--- src/rtl/booth_mult_seq.sv ---
// rtl/booth_mult_seq.sv - Iterative radix-2 Booth multiplier sequencer.
// Holds the {P_hi, P_lo, q_m1} shift register and drives an external Booth step stage.
module booth_mult_seq #(
  parameter int WIDTH = 32
) (
  input  logic             clock,
  input  logic             reset,
  input  logic [WIDTH-1:0] data_operandA,
  input  logic [WIDTH-1:0] data_operandB,
  input  logic             ctrl_MULT,
  input  logic [WIDTH-1:0] step_final,
  input  logic             step_ovf,
  output logic [WIDTH-1:0] step_current,
  output logic [WIDTH-1:0] step_multiplicand,
  output logic [WIDTH-1:0] step_not_multiplicand,
  output logic [1:0]       step_booth_bits,
  output logic [WIDTH-1:0] data_result,
  output logic             data_exception,
  output logic             data_resultRDY,
  output logic             busy
);

  localparam int CW = $clog2(WIDTH) + 1;

  typedef enum logic [1:0] {IDLE, RUN, DONE} state_t;

  state_t           state_q, state_d;
  logic [WIDTH-1:0] p_hi_q, p_hi_d;
  logic [WIDTH-1:0] p_lo_q, p_lo_d;
  logic             q_m1_q, q_m1_d;
  logic [WIDTH-1:0] m_q, m_d;
  logic [WIDTH-1:0] neg_m_q, neg_m_d;
  logic [CW-1:0]    count_q, count_d;
  logic [WIDTH-1:0] result_q, result_d;
  logic             exc_q, exc_d;
  logic             sum_sign;
  logic             done_exc;

  // The product fits only if the high word is a pure sign extension of the low word.
  assign done_exc = (p_hi_q != {WIDTH{p_lo_q[WIDTH-1]}});

  always_comb begin
    state_d  = state_q;
    p_hi_d   = p_hi_q;
    p_lo_d   = p_lo_q;
    q_m1_d   = q_m1_q;
    m_d      = m_q;
    neg_m_d  = neg_m_q;
    count_d  = count_q;
    result_d = result_q;
    exc_d    = exc_q;
    sum_sign = step_final[WIDTH-1] ^ step_ovf;

    case (state_q)
      RUN: begin
        p_hi_d  = {sum_sign, step_final[WIDTH-1:1]};
        p_lo_d  = {step_final[0], p_lo_q[WIDTH-1:1]};
        q_m1_d  = p_lo_q[0];
        count_d = count_q + CW'(1);
        if (count_q == CW'(WIDTH - 1)) begin
          state_d = DONE;
        end
      end
      DONE: begin
        result_d = p_lo_q;
        exc_d    = done_exc;
        state_d  = IDLE;
      end
      default: state_d = IDLE;
    endcase

    // A start wins in every state, aborting any operation in flight.
    if (ctrl_MULT) begin
      m_d     = data_operandA;
      neg_m_d = ~data_operandA + WIDTH'(1);
      p_hi_d  = '0;
      p_lo_d  = data_operandB;
      q_m1_d  = 1'b0;
      count_d = '0;
      state_d = RUN;
    end
  end

  always_ff @(posedge clock or posedge reset) begin
    if (reset) begin
      state_q  <= IDLE;
      p_hi_q   <= '0;
      p_lo_q   <= '0;
      q_m1_q   <= 1'b0;
      m_q      <= '0;
      neg_m_q  <= '0;
      count_q  <= '0;
      result_q <= '0;
      exc_q    <= 1'b0;
    end else begin
      state_q  <= state_d;
      p_hi_q   <= p_hi_d;
      p_lo_q   <= p_lo_d;
      q_m1_q   <= q_m1_d;
      m_q      <= m_d;
      neg_m_q  <= neg_m_d;
      count_q  <= count_d;
      result_q <= result_d;
      exc_q    <= exc_d;
    end
  end

  assign step_current          = p_hi_q;
  assign step_multiplicand     = m_q;
  assign step_not_multiplicand = neg_m_q;
  assign step_booth_bits       = {p_lo_q[0], q_m1_q};

  // The result is shown live during DONE so it is valid alongside the ready pulse.
  assign data_result    = (state_q == DONE) ? p_lo_q : result_q;
  assign data_exception = (state_q == DONE) ? done_exc : exc_q;
  assign data_resultRDY = (state_q == DONE);
  assign busy           = (state_q == RUN);

endmodule

--- config.mk ---
export PLATFORM = sky130hd
export DESIGN_NAME = booth_mult_seq
export DESIGN_NICKNAME = d
export VERILOG_FILES = /design/src/rtl/booth_mult_seq.sv
export SDC_FILE = /design/constraint.sdc
export NUM_CORES = 1
export LEC_CHECK = 0
export CORE_AREA = 5 5 131 183
export CTS_BUF_LIST = sky130_fd_sc_hd__clkbuf_16
export DETAILED_ROUTE_END_ITERATION = 16
export DIE_AREA = 0 0 136 188
export PLACE_DENSITY_LB_ADDON = 0.12
export SLEW_MARGIN = 30
export SYNTH_ARGS = -nofsm -noshare
export SYNTH_HDL_FRONTEND = slang
export SYNTH_SLANG_ARGS = --single-unit
--- constraint.sdc ---
create_clock -name clock -period 10.26 [get_ports clock]
set_clock_uncertainty 0.05 [all_clocks]
set_input_delay 1.026 -clock clock [delete_from_list [all_inputs] [get_ports clock]]
set_output_delay 1.026 -clock clock [all_outputs]
set_load 0.02 [all_outputs]
==> results_dict.tcl <==
set metrics [dict create \
    status "completed" \
    netlist_instances 723 \
    grt_max_degree 105 \
    end_kind "output port" \
    syn-num-nets 825 \
    clkSinkCount 169 \
    syn_to_final_growth_pct 41.5 \
    cap_violations 0 \
    startpoint_type "flip-flop" \
    power_leakage_nw 4.76 \
    crit_arrival_ps 2700 \
    vias 5921 \
    routed_wirelength_mm 21.4 \
    ys_seq_elements 169 \
    firstDrtPassIters 4 \
    ant_nets 0 \
    dpl_cell_area_um2 10200 \
    layout_common_cells "clkdlybuf4s50_1 (231), nand2_1 (202), dfrtp_1 (169)" \
    period_minus_slack_ps 3780 \
    grt_usage_pct 17.1 \
    place_ws_ps 6690 \
    fmax_mhz 265 \
    antenna_found_initial 0 \
    dieArea_um2 25600 \
    powerDensity_nw_per_um2 155 \
    cts_max_path_buffers 2 \
    clk_latency_ps 420 \
    p_int_mw 1.23 \
    hpwlAfterDp_mm 14.6 \
    async_reset_ff_share_pct 100 \
    required_ps 9180 \
    placed_cells 1220 \
    ys.flop_type "dfrtp_1" \
    cp_cell_sequence "nand2b_1, buf_4, clkinv_2, nand2_1, nand2_1, clkdlybuf4s50_1" \
    layout_commonest_cell "clkdlybuf4s50_1" \
    drive_gt1_share_pct 12.3 \
    hold_path_end "result_q[31]" \
    power_frac_comb_pct 17.0 \
    die_h_um 188 \
    critPathKind "flip-flop to output port" \
    crit_top_cell "nand2_1" \
    cts_tree "yes" \
    drt_iter0_markers 227 \
    whs_path_depth 2 \
    h-tree-depth 4 \
    fin_ws_ps 6480 \
    r2r_slack_ps 8190 \
    p_switching_mw 0.435 \
    path_clk_slew_ps 60 \
    cts_hold_buf 0 \
    numCtsBuffers 17 \
    min-delay-start "result_q[31]" \
    p_clk_share_pct 38.1 \
    yosysUniqueCellTypes 42 \
    gp_congestion 0.769 \
    ys.warnings.count 0 \
    worst_pin_slew_ps 797 \
    n_antenna_cell 0 \
    postCtsSetupBuffers 0 \
    fin_crit_sh_pct 36.8 \
    start_util_pct 34.3 \
    reg2reg_depth 6 \
    fin_setup_tns_ps 0 \
    drc 0 \
    viasPerCell 4.73 \
    grt_pass1_vias 6369 \
    ir_drop_v 0.000119 \
    core_um2 22200 \
    io_pins 233 \
    final_util_pct 48.5 \
    reg2reg_to "count_q[5]" \
    wl_per_cell_um 17.1 \
    fin_area_um2 10800 \
    rows 65 \
    avgSynthCellArea_um2 10.5 \
    cts-root-buf "clkbuf_16" \
    layout.cells.non_filler 1252 \
    io_buffers 232 \
    crit_slowest_cell "clkinv_2" \
    hold_viol 0 \
    synth_edf_count 0 \
    critical_path.max_fanout 35 \
    grt_pass1_wl_mm 34.6 \
    die_w_um 136 \
    max_slew_margin_pct 46.9 \
    seqPwrFrac_pct 44.9 \
    yosysSeqAreaShare_pct 55.5 \
    drv_slew 0 \
    setup_viol 0 \
    nets 1041 \
    swShare_pct 26.1 \
    reg2reg_from "state_q[1]" \
    fillers 2112 \
    crit_path_max_incr_delay_ps 570 \
    gr-total-overflow 0 \
    rsz0062_at_grt "false" \
    hp-class "flip-flop to flip-flop" \
    netlist_area_um2 7610 \
    cts_resized 0 \
]
-- sequential cells by signal (all words and copies together), names as in the netlist --
| register | cells |
|---|---|
| count_q | 6 |
| exc_q | 1 |
| p_lo_q | 32 |
| q_m1_q | 1 |
| result_q | 32 |
| state_q | 2 |
| step_current | 32 |
| step_multiplicand | 32 |
| step_not_multiplicand | 31 |
-- synthesized netlist by cell type (19+ instances only) --
| library cell | instances | share of area (%) |
|---|---|---|
| a21oi_1 | 35 | 2.3 |
| clkbuf_1 | 31 | 1.5 |
| dfrtp_1 | 169 | 56 |
| mux2_2 | 59 | 8.7 |
| mux2i_1 | 33 | 4.3 |
| nand2_1 | 202 | 10 |
| nor2_1 | 19 | 0.94 |
| nor3_1 | 19 | 1.2 |
| o21ai_0 | 37 | 2.4 |
| xnor2_1 | 22 | 2.5 |
-- worst max path at each step --
stage	slack, ps	start	to
4_1_cts	6420	state_q[1]	data_result[13]
3_5_place_dp	6690	data_operandA[1]	step_not_multiplicand[22]
2_1_floorplan	4610	reset	count_q[0]
3_3_place_gp	6280	state_q[1]	data_result[7]
5_1_grt	6230	state_q[1]	data_result[15]
6_report	6480	state_q[1]	data_result[15]
-- layer usage --
layer  vias to the layer above  track usage [%]  wire, um
met2                       177             28.3     10500
met1                      2842             20.8      8820
met3                        21             6.33      1760
met5                         -                0         0
li1                       2881                -         -
met4                         0             4.89       323
-- critical path, delay by kind of cell (launching register included) --
family                 cells  cell delay [ps]
AND/OR/NAND/NOR            3              380
flip-flops                 1              370
buffers and inverters      3             1500
-- per-stage QoR --
stage               total power, mW  hold slack (ps)
finish                         1.67              421
global route                   1.75              440
CTS                            1.70              427
detailed placement             1.05              408
global placement               1.05              405
floorplan                     0.895              452
-- power by group through the flow --
stage | Sequential (mW) | Clock (mW) | Combinational, mW
finish | 0.748 | 0.635 | 0.283
global placement | 0.760 | 0 | 0.287
floorplan | 0.793 | 0 | 0.102
CTS | 0.749 | 0.659 | 0.288
global route | 0.756 | 0.682 | 0.308
detailed placement | 0.761 | 0 | 0.287
-- kinds of logic (layout without fill, tap and decap cells) --
family | after synthesis | count (layout) | share of synthesized area (%)
DFF | 169 | 169 | 55.5
buffers and inverters | 50 | 278 | 2.86
adders and majority gates | 2 | 2 | 0.329
muxes | 93 | 93 | 13.3
and+or+nand+nor | 298 | 298 | 18.9
xor gates and xnor gates | 31 | 31 | 3.57
AOI/OAI and AO/OA | 80 | 80 | 5.52
-- area by class of cell --
class / count / area [um2] / area share [%]
well taps: 301 / 377 / 3.50
flip-flops and latches: 169 / 4230 / 39.2
multi-input cells: 504 / 3170 / 29.4
inverters: 9 / 43.8 / 0.406
repair buffers: 238 / 2390 / 22.2
clock inverters: 14 / 140 / 1.30
clock buffers: 17 / 425 / 3.95
No activity file was read; power rests on OpenSTA's default activity.
